### src/rtl/alu_seq.sv
// rtl/alu_seq.sv - sequential ALU: single-cycle add/sub/logic, WIDTH-step shift-add mul and restoring div
// Divider compiled in only when ALU_SEQ_DIV_EN is defined; otherwise op 100 completes at once with zero results.
module alu_seq #(
  parameter int WIDTH = 8
) (
  input  logic               clk,
  input  logic               rst,
  input  logic               start,
  input  logic [2:0]         op,
  input  logic [WIDTH-1:0]   a,
  input  logic [WIDTH-1:0]   b,
  output logic               busy,
  output logic               done,
  output logic [2*WIDTH-1:0] result,
  output logic [WIDTH-1:0]   remainder,
  output logic               zero,
  output logic               negative,
  output logic               div_by_zero
);
  localparam int CW = $clog2(WIDTH);

  typedef enum logic [1:0] {IDLE, CALC, DONE} state_t;

  state_t           state;
  logic [CW-1:0]    cnt;
  logic [WIDTH-1:0] opnd;
  logic [WIDTH-1:0] hi;
  logic [WIDTH-1:0] lo;
`ifdef ALU_SEQ_DIV_EN
  logic             is_div;
`endif

  logic [WIDTH:0]     add_sum;
  logic [WIDTH:0]     sub_diff;
  logic [WIDTH:0]     sub_mag;
  logic [2*WIDTH-1:0] sc_result;
  logic [WIDTH-1:0]   sc_rem;
  logic               sc_neg;
  logic               sc_dbz;
  logic               sc_multi;

  always_comb begin
    add_sum   = {1'b0, a} + {1'b0, b};
    sub_diff  = {1'b0, a} - {1'b0, b};
    sub_mag   = sub_diff[WIDTH] ? ({1'b0, b} - {1'b0, a}) : sub_diff;
    sc_result = '0;
    sc_rem    = '0;
    sc_neg    = 1'b0;
    sc_dbz    = 1'b0;
    sc_multi  = 1'b0;
    case (op)
      3'b000: sc_result = {{(WIDTH-1){1'b0}}, add_sum};
      3'b001: begin
        sc_result = {{(WIDTH-1){1'b0}}, sub_mag};
        sc_neg    = sub_diff[WIDTH];
      end
      3'b010: sc_multi = 1'b1;
      3'b011: sc_result = {{WIDTH{1'b0}}, a & b};
`ifdef ALU_SEQ_DIV_EN
      3'b100: begin
        if (b == '0) begin
          sc_result = {{WIDTH{1'b0}}, {WIDTH{1'b1}}};
          sc_rem    = a;
          sc_dbz    = 1'b1;
        end else begin
          sc_multi = 1'b1;
        end
      end
`endif
      3'b101: sc_result = {{WIDTH{1'b0}}, a | b};
      3'b110: sc_result = {{WIDTH{1'b0}}, a ^ b};
      default: sc_result = '0;
    endcase
  end

  // hi:lo is the product accumulator for mul, remainder:quotient shift pair for div
  logic [WIDTH:0]     mul_sum;
  logic [WIDTH-1:0]   step_hi;
  logic [WIDTH-1:0]   step_lo;
  logic [2*WIDTH-1:0] fin_result;
  logic [WIDTH-1:0]   fin_rem;
`ifdef ALU_SEQ_DIV_EN
  logic [WIDTH:0]     div_shift;
  logic [WIDTH:0]     div_trial;
`endif

  always_comb begin
    mul_sum    = {1'b0, hi} + (lo[0] ? {1'b0, opnd} : {(WIDTH+1){1'b0}});
    step_hi    = mul_sum[WIDTH:1];
    step_lo    = {mul_sum[0], lo[WIDTH-1:1]};
    fin_result = {step_hi, step_lo};
    fin_rem    = '0;
`ifdef ALU_SEQ_DIV_EN
    div_shift  = {hi, lo[WIDTH-1]};
    div_trial  = div_shift - {1'b0, opnd};
    if (is_div) begin
      if (div_trial[WIDTH]) begin
        step_hi = div_shift[WIDTH-1:0];
        step_lo = {lo[WIDTH-2:0], 1'b0};
      end else begin
        step_hi = div_trial[WIDTH-1:0];
        step_lo = {lo[WIDTH-2:0], 1'b1};
      end
      fin_result = {{WIDTH{1'b0}}, step_lo};
      fin_rem    = step_hi;
    end
`endif
  end

  always_ff @(posedge clk or posedge rst) begin
    if (rst) begin
      state       <= IDLE;
      cnt         <= '0;
      opnd        <= '0;
      hi          <= '0;
      lo          <= '0;
`ifdef ALU_SEQ_DIV_EN
      is_div      <= 1'b0;
`endif
      busy        <= 1'b0;
      done        <= 1'b0;
      result      <= '0;
      remainder   <= '0;
      zero        <= 1'b0;
      negative    <= 1'b0;
      div_by_zero <= 1'b0;
    end else begin
      done <= 1'b0;
      case (state)
        IDLE: begin
          if (start) begin
            busy <= 1'b1;
            cnt  <= '0;
            if (sc_multi) begin
              state <= CALC;
              hi    <= '0;
`ifdef ALU_SEQ_DIV_EN
              is_div <= (op == 3'b100);
              opnd   <= (op == 3'b100) ? b : a;
              lo     <= (op == 3'b100) ? a : b;
`else
              opnd <= a;
              lo   <= b;
`endif
            end else begin
              state       <= DONE;
              done        <= 1'b1;
              result      <= sc_result;
              remainder   <= sc_rem;
              zero        <= (sc_result == '0);
              negative    <= sc_neg;
              div_by_zero <= sc_dbz;
            end
          end
        end
        CALC: begin
          hi  <= step_hi;
          lo  <= step_lo;
          cnt <= cnt + 1'b1;
          if (cnt == CW'(WIDTH-1)) begin
            state       <= DONE;
            done        <= 1'b1;
            result      <= fin_result;
            remainder   <= fin_rem;
            zero        <= (fin_result == '0);
            negative    <= 1'b0;
            div_by_zero <= 1'b0;
          end
        end
        DONE: begin
          state <= IDLE;
          busy  <= 1'b0;
        end
        default: state <= IDLE;
      endcase
    end
  end
endmodule

### config.mk
export PLATFORM = sky130hd
export DESIGN_NAME = alu_seq
export DESIGN_NICKNAME = d
export VERILOG_FILES = /design/src/rtl/alu_seq.sv
export SDC_FILE = /design/constraint.sdc
export NUM_CORES = 1
export LEC_CHECK = 0
export CORE_MARGIN = 1
export CORE_UTILIZATION = 45
export CTS_BUF_LIST = sky130_fd_sc_hd__clkbuf_8
export DETAILED_ROUTE_END_ITERATION = 7
export MAX_ROUTING_LAYER = met4
export PLACE_DENSITY_LB_ADDON = 0.15
export SKIP_LAST_GASP = 1
export SLEW_MARGIN = 20
export SYNTH_ARGS = -nofsm -noshare
export SYNTH_HDL_FRONTEND = slang
export SYNTH_SLANG_ARGS = --single-unit
### constraint.sdc
create_clock -name clk -period 2.9 [get_ports clk]
set_input_delay 0.87 -clock clk [delete_from_list [all_inputs] [get_ports clk]]
set_output_delay 0.87 -clock clk [all_outputs]
set_load 0.01 [all_outputs]
==> results.cfg, run 1 <==
[run_status]
status = finished, violations left
failed_checks = negative setup slack

[cts]
htreeDepth = 2
numCtsBuffers = 5
cts.path.max_buffers = 2
path_clk_slew_ns = 0.08
root_buffer = clkbuf_8
cts_sinks = 49
cts_tree = done
insertion_delay_ns = 0.30

[drt]
drtIter0Drc = 157
viasPerCell = 5.50
wl_um = 12300
drt-pass1-iter-count = 5
wire_per_inst_um = 16.8
drc_errors = 0
via_count = 4018
ant_nets = 0

[power_and_ir_drop]
seq_power_share_pct = 36.0
intPower_mw = 1.77
switchingPower_mw = 1.08
swShare_pct = 38.0
p_per_area_nw_per_um2 = 485
pwr-share-comb_pct = 49.9
p_leak_nw = 2.86
clkPwrFrac_pct = 14.1
peakVddDrop_mv = 0.224

[floorplanning]
die_w_um = 96.6
die-area_um2 = 9330
start_util_pct = 46.4
pin_count = 51
coreArea_um2 = 8680
fp.dieH_um = 96.6
rows = 34

[sta]
tightest_slew_ns = 0.649
fmax_mhz = 320
layout_min_cycle_time_ns = 3.13
finalWorstSetupSlack_ns = -0.226
rsz0062_at_grt = true
fin_skew_ns = 0.00616
fin_crit_sh_pct = 108
setup_viol = 4
hold_viol_final = 0
worst_slew_margin_rel_pct = 56.6
slew_viol_final = 0

[setup_path]
critPathLaunchType = primary input
cp_max_fo = 5
rr_endpoint = zero
r2r_slack_ns = 0.09
critPathBufInv = 5
cp-end-kind = flip-flop
crit_slowest_cell = fa_2
r2r_cells = 11
critical_path.top_delay_family = simple AND/OR/NAND/NOR gates
worstPathCellList = buf_12 > inv_16 > ha_4 > inv_2 > fa_2 > nor3b_4 > o311ai_4 > buf_4 > nand3_4 > buf_4 > mux2i_2 > nand4_1 > and3b_2 > a211oi_2 > a21o_1
cpPeakStageDelay_ns = 0.39
crit_top_cell = buf_4
crit_required_ns = 3.15
crit_type = in2reg
cp.arrival_ns = 3.37
r2r_start = lo[0]

[final_layout]
nets = 692
antenna_cells = 0
multi_input_area_um2 = 2910
regArea_um2 = 1230
stdcell_area_um2 = 5880
drive_gt1_share_pct = 33.4
instances_no_fill = 730
syn_to_final_growth_pct = 46.1
fillers = 724

[yosys]
synth_ff_type = dfrtp_1
yosysWarnings = 0
netlist_area_um2 = 4030
synth_edf_count = 0
postSynthCellCount = 472
syn_avg_cell_area_um2 = 8.53
synthArstFlopShare_pct = 100
ys_seq_area_share_pct = 30.4
yosysUniqueCellTypes = 67
ys_seq_elements = 49

[global_routing]
grt_max_degree = 50
grtUsageTotal_pct = 27.2
grt_pass1_vias = 4128
grt_pass1_wl_um = 19900
overflow = 0
antenna_found_initial = 0

[run]
max_cap_violations = 0

[worst_hold_path]
holdPathEnd = result[12]
hold_depth = 2
min_from = result[12]
hold_path_class = reg2reg

[placement]
gp_congestion = 0.895
dp.cells = 712
dpl.hpwl_um = 9410
portBuffers = 41
place_area_um2 = 5370
-- worst max-delay path by stage --
stage               start   endpoint  depth (start not counted)  slack (ns)
floorplan            a[0]       zero                         12       -0.09
global placement     a[0]  result[6]                         13       -0.89
detailed placement   a[0]  result[7]                         15       -0.92
CTS                  a[0]  result[6]                         15       -0.22
global route         a[0]       zero                         14       -0.29
finish               a[0]  result[3]                         15       -0.23
-- through the flow --
stage	hold WS, ns	power [mW]	setup slack (ns)	setup TNS (ns)	util, %
after floorplan	0.442	1.79	-0.0881	-0.202	-
after global placement	0.455	2.30	-0.894	-7.49	61.9
after detailed placement	0.465	2.34	-0.916	-7.98	61.9
after CTS	0.484	2.79	-0.216	-1.12	65.3
after global routing	0.504	3.05	-0.294	-1.22	67.8
final	0.477	2.85	-0.226	-0.690	67.8
-- layer usage --
metal	GRT usage [%]	wire, µm
met5	-	0
met4	10.7	391
met3	2.31	488
met2	46.1	6170
met1	33.8	5210
-- Yosys cell counts, drive strengths merged, types with 6 or more instances --
cell type	n	share of area [%]
buf	15	2.4
a211oi	8	1.5
o21ai	35	4.4
a31oi	11	1.7
nand2b	6	0.93
a21o	12	2.2
clkbuf	15	1.4
inv	33	3.1
nor2b	7	1.1
nor2	31	2.9
nor3	11	1.4
mux2i	6	1.5
dfrtp	49	30
xnor2	7	1.5
nand2	59	5.5
ha	44	14
a22o	6	1.3
o31ai	7	1.3
a21oi	22	2.7
and2	11	1.7
-- worst min-delay path, cell delays in order (launching register included) --
cell     delay [ns]
dfrtp_1        0.35
nand2_1        0.05
o31ai_1        0.05
-- power groups by stage --
stage | clock network [mW] | logic [mW] | registers (mW)
2_1_floorplan | 0 | 0.764 | 1.02
3_3_place_gp | 0 | 1.27 | 1.03
3_5_place_dp | 0 | 1.30 | 1.04
4_1_cts | 0.407 | 1.36 | 1.03
5_1_grt | 0.430 | 1.56 | 1.06
6_report | 0.402 | 1.43 | 1.03
-- state kept, by name, indices dropped and copies added (netlist names) --
name      count
negative      1
done          1
opnd          8
state         2
lo            8
busy          1
cnt           3
hi            8
result       16
zero          1
-- cell usage in the layout (no fill, tap or decap), drive strengths merged, types with 3 or more instances in the layout --
cell / count
a2111oi: 3
a211oi: 8
a21o: 12
a21oi: 22
a22o: 6
a31oi: 11
and2: 11
buf: 125
clkbuf: 6
clkdlybuf4s50: 25
conb: 9
dfrtp: 49
dlygate4sd2: 6
dlymetal6s2s: 7
fa: 4
ha: 44
inv: 34
mux2i: 6
nand2: 59
nand2b: 6
nand3: 4
nand4: 3
nor2: 31
nor2b: 7
nor3: 11
nor3b: 4
nor4: 3
o211ai: 3
o21ai: 35
o21bai: 5
o31ai: 7
or2: 5
xnor2: 7
xor2: 3
-- area by class of cell --
class,instances,share of cell area (%)
repair buffers,164,23.6
inverters,33,2.38
flip-flops and latches,49,20.8
clock buffers,6,1.40
well taps,108,2.30
multi-input cells,369,49.4
clock inverters,1,0.0638
-- kinds of logic after synthesis --
| kind of cell | count (synthesis) | synth area share (%) |
|---|---|---|
| simple gates | 155 | 19.2 |
| compound gates | 138 | 23.5 |
| buf+inv | 63 | 6.90 |
| flops | 49 | 30.4 |
| fa+ha+maj | 48 | 15.7 |
| xor+xnor | 10 | 2.17 |
| mux | 8 | 2.05 |
| other cells | 1 | 0.0931 |
-- what timing repair did --
| item | 4_1_cts | 5_1_grt |
|---|---|---|
| buffers inserted | 6 | 5 |
| pin swaps | 23 | 33 |
| hold endpoints to repair | 0 | 0 |
| setup endpoints to repair | 10 | 9 |
| resized for setup | 52 | 55 |
| cloned | 1 | 0 |
| hold buffers | 0 | 0 |
No activity file was read; power rests on OpenSTA's default activity.
==> inputs of run 2 (changes only) <==
==> constraint.sdc (replaced) <==
create_clock -name clk -period 2.9 [get_ports clk]
set_input_delay 0.87 -clock clk [delete_from_list [all_inputs] [get_ports clk]]
set_output_delay 0.87 -clock clk [all_outputs]
set_load 0.05 [all_outputs]
==> results.cfg, run 2 (same netlist as run 1, synthesis figures left out) <==
[run_status]
status = finished, violations left
failed_checks = negative setup slack

[setup_path]
cp.arrival_ns = 3.42
crit_required_ns = 3.15
cp_max_fo = 5
cp-end-kind = flip-flop
critPathLaunchType = primary input
critPathBufInv = 6
cpPeakStageDelay_ns = 0.39
worstPathCellList = buf_12 > inv_16 > ha_4 > inv_2 > fa_2 > nor3b_4 > o311ai_4 > buf_4 > nand3_4 > buf_4 > buf_4 > mux2i_2 > a21oi_1 > and3b_2 > a211oi_2 > a21o_1
critical_path.top_delay_family = compound AO/OA/AOI/OAI gates
crit_type = in2reg
crit_slowest_cell = fa_2
crit_top_cell = buf_4

[power_and_ir_drop]
p_leak_nw = 2.93
seq_power_share_pct = 32.2
swShare_pct = 41.1
peakVddDrop_mv = 0.217
p_per_area_nw_per_um2 = 530
clkPwrFrac_pct = 16.1
pwr-share-comb_pct = 51.7
intPower_mw = 1.89
p_total_mw = 3.20
switchingPower_mw = 1.32

[final_layout]
layout_commonest_cell = buf_4
syn_to_final_growth_pct = 50.2
final_core_util_pct = 69.7
top_register = result
antenna_cells = 0
drive_gt1_share_pct = 35.6
most-common-layout-cells = 124 x buf_4, 59 x nand2_1, 49 x dfrtp_1
largest_reg_flops = 16
instances_no_fill = 743
nets = 704

[sta]
fin_crit_sh_pct = 109
tightest_slew_ns = 0.560
finalSetupTns_ns = -1.15
hold_ws_ns = 0.478
hold_viol_final = 0
layout_min_cycle_time_ns = 3.17
worst_slew_margin_rel_pct = 62.5
fmax_mhz = 316
rsz0062_at_grt = true
finalWorstSetupSlack_ns = -0.268
fin_skew_ns = 0.00900
slew_viol_final = 0
setup_viol = 7

[placement]
dpl.hpwl_um = 9410
gp_congestion = 0.950
portBuffers = 41
dp.cells = 718

[cts]
root_buffer = clkbuf_8
cts.path.max_buffers = 2
htreeDepth = 2
cts_sinks = 49
numCtsBuffers = 5
ctsHoldBuffers = 0
insertion_delay_ns = 0.31
path_clk_slew_ns = 0.09
cts_tree = done

[global_routing]
grt_pass1_wl_um = 19900
grt_pass1_vias = 4078
grt_max_degree = 34
grtUsageTotal_pct = 27.0
antenna_found_initial = 0
overflow = 0

[drt]
ant_nets = 0
via_count = 4102
viasPerCell = 5.52
wl_um = 12200
drc_errors = 0
wire_per_inst_um = 16.5
drt-pass1-iter-count = 5
drtIter0Drc = 195

[floorplanning]
die-area_um2 = 9330
pin_count = 51
start_util_pct = 46.4
die_w_um = 96.6
coreArea_um2 = 8680
rows = 34
fp.dieH_um = 96.6

[run]
max_cap_violations = 0

[worst_hold_path]
hold_path_class = reg2reg
==> run 2: repair_timing <==
action	CTS	global route
buffers inserted	10	9
endpoints found under the setup margin	10	9
resized for setup	50	72
pin swaps	20	37
==> run 2: worst paths after layout <==
kind                               from   endpoint  slack [ns]  cells after the start
worst max register to register    lo[0]       zero        0.16                     11
max in group asynchronous           rst     cnt[1]        1.39                      3
min in group asynchronous           rst  result[4]        0.93                      2
worst max-delay path               a[0]  result[3]       -0.27                     16
worst min register to register  opnd[7]    opnd[7]        0.48                      2
worst min-delay path            opnd[7]    opnd[7]        0.48                      2
==> run 2: power groups by stage <==
stage	sequential, mW	clock (mW)	combinational, mW
floorplan	1.21	0	0.784
global placement	1.03	0	1.47
detailed placement	1.04	0	1.50
CTS	1.03	0.522	1.56
global route	1.05	0.549	1.80
finish	1.03	0.516	1.66
==> run 2: final cells by class <==
type / count / area, µm²
Fill cell: 663 / 2630
Tap cell: 108 / 135
Multi-Input combinational cell: 368 / 2920
Clock inverter: 2 / 37.5
Clock buffer: 6 / 82.6
Sequential cell: 49 / 1230
Inverter: 33 / 140
Timing Repair Buffer: 177 / 1510
==> run 2: worst min-delay path, stage by stage, from the launching register on <==
cell     delay, ns
dfrtp_1       0.34
nand2_1       0.04
o21ai_0       0.06
==> run 2: routing by layer <==
metal  GRT usage (%)  vias to the layer above  wire (µm)
li1                -                     1974          -
met1            34.3                     1990       5360
met2            45.7                      114       6160
met3            2.53                       24        460
met4            8.50                        0        261
met5               -                        -          0
==> run 2: per-stage QoR <==
stage          cell area [µm²]  worst slack [ns]
2_1_floorplan             4120           -0.0881
3_3_place_gp              5410            -0.947
3_5_place_dp              5410            -0.955
4_1_cts                   5740            -0.312
5_1_grt                   6050            -0.362
6_report                  6050            -0.268
==> inputs of run 3 (changes only) <==
- TNS_END_PERCENT: unset -> 50
==> results.cfg, run 3 (same netlist as run 1, synthesis figures left out) <==
[run_status]
status = finished, violations left
failed_checks = negative setup slack

[floorplanning]
fp.dieH_um = 96.6
rows = 34
pin_count = 51
die_w_um = 96.6
die-area_um2 = 9330
start_util_pct = 46.4
coreArea_um2 = 8680

[final_layout]
layout_commonest_cell = buf_4
top_register = result
drive_gt1_share_pct = 33.7
nets = 693
antenna_cells = 0
syn_to_final_growth_pct = 46.5
largest_reg_flops = 16
most-common-layout-cells = 119 x buf_4, 59 x nand2_1, 49 x dfrtp_1

[power_and_ir_drop]
intPower_mw = 1.86
pwr-share-comb_pct = 51.2
peakVddDrop_mv = 0.314
seq_power_share_pct = 32.6
p_total_mw = 3.17
p_per_area_nw_per_um2 = 537
swShare_pct = 41.3
clkPwrFrac_pct = 16.3
p_leak_nw = 2.87
switchingPower_mw = 1.31

[setup_path]
cp_max_fo = 3
path_depth = 11
critPathBufInv = 3
worstPathCellList = clkdlybuf4s50_1 > buf_4 > ha_1 > buf_4 > o21ai_0 > a22o_1 > o32a_1 > a2111oi_4 > nor3_2 > a211oi_2 > a21o_1
cp.arrival_ns = 3.33
crit_type = in2reg
critical_path.top_delay_family = compound AO/OA/AOI/OAI gates
cp-end-kind = flip-flop
crit_slowest_cell = clkdlybuf4s50_1
crit_top_cell = buf_4
crit_required_ns = 3.15
critPathLaunchType = primary input
r2r_cells = 10
cpPeakStageDelay_ns = 0.48

[sta]
finalWorstSetupSlack_ns = -0.184
hold_ws_ns = 0.480
fmax_mhz = 324
fin_crit_sh_pct = 106
worst_slew_margin_rel_pct = 59.5
fin_skew_ns = 0.00694
slew_viol_final = 0
hold_viol_final = 0
rsz0062_at_grt = true
layout_min_cycle_time_ns = 3.08
setup_viol = 6
tightest_slew_ns = 0.607

[cts]
cts.path.max_buffers = 2
cts_tree = done
ctsHoldBuffers = 0
insertion_delay_ns = 0.31
cts_sinks = 49
root_buffer = clkbuf_8
numCtsBuffers = 5
htreeDepth = 2
path_clk_slew_ns = 0.09

[drt]
via_count = 4011
wl_um = 12200
ant_nets = 0
drc_errors = 0
wire_per_inst_um = 16.7
drtIter0Drc = 161
viasPerCell = 5.48
drt-pass1-iter-count = 4

[global_routing]
grtUsageTotal_pct = 27.3
grt_max_degree = 50
grt_pass1_vias = 4118
grt_pass1_wl_um = 20000
overflow = 0
antenna_found_initial = 0

[run]
max_cap_violations = 0

[placement]
gp_congestion = 0.938
portBuffers = 41
dpl.hpwl_um = 9590

[worst_hold_path]
hold_path_class = reg2reg
hold_depth = 2
[run 3: cell types whose count changed in the layout (fill, tap and decap cells not counted), sizes merged]
| cell | change |
|---|---|
| dlygate4sd2 | +2 |
| clkdlybuf4s50 | +1 |
| clkdlybuf4s15 | -2 |
| clkbuf | -1 |
| buf | -11 |
[run 3: routing by layer]
metal / global-route usage (%) / share of wire [%]
met1: 34.2 / 45
met3: 2.38 / 2.3
met2: 46.8 / 51
met4: 8.73 / 1.7
met5: - / 0
[run 3: worst min-delay path: cells and delay by family (launching register included)]
kind | cells | cell delay, ns
flip-flops | 1 | 0.35
AND/OR/NAND/NOR | 1 | 0.04
AO/OA/AOI/OAI | 1 | 0.06
[run 3: path summary, 6_finish.rpt]
path	startpoint	to	slack [ns]
worst min-delay path	opnd[2]	opnd[2]	0.48
max in group asynchronous	rst	opnd[7]	1.45
worst max register to register	lo[0]	zero	0.16
worst max-delay path	a[4]	result[6]	-0.18
min in group asynchronous	rst	state[0]	1.04
worst min register to register	opnd[2]	opnd[2]	0.48
[run 3: cell type report]
| class | count | area [µm²] |
|---|---|---|
| sequential | 49 | 1230 |
| timing repair buffer | 166 | 1410 |
| fill | 718 | 2780 |
| multi-input combinational | 368 | 2870 |
| clock inverter | 2 | 37.5 |
| tap | 108 | 135 |
| clock buffer | 6 | 82.6 |
| inverter | 33 | 143 |
[run 3: metrics by stage]
stage	utilization [%]	setup WS (ns)	setup TNS [ns]	cell area (µm²)	std cells
3_5_place_dp	62.3	-0.919	-9.57	5410	718
2_1_floorplan	-	-0.0881	-0.214	4110	480
6_report	68.0	-0.184	-0.625	5900	732
3_3_place_gp	62.3	-0.898	-8.65	5410	718
4_1_cts	65.7	-0.271	-1.55	5700	732
5_1_grt	68.0	-0.256	-1.42	5900	732
[run 3: power groups by stage]
| stage | clock (mW) | combinational, mW | sequential [mW] |
|---|---|---|---|
| 6_report | 0.515 | 1.62 | 1.03 |
| 5_1_grt | 0.546 | 1.77 | 1.06 |
| 4_1_cts | 0.524 | 1.56 | 1.03 |
| 3_5_place_dp | 0 | 1.50 | 1.04 |
| 3_3_place_gp | 0 | 1.48 | 1.03 |
| 2_1_floorplan | 0 | 0.783 | 1.21 |
[run 3: timing repair]
action,in CTS,in global routing
buffers inserted,6,1
pin swaps,18,31
setup endpoints to repair,10,9
resized for setup,42,60
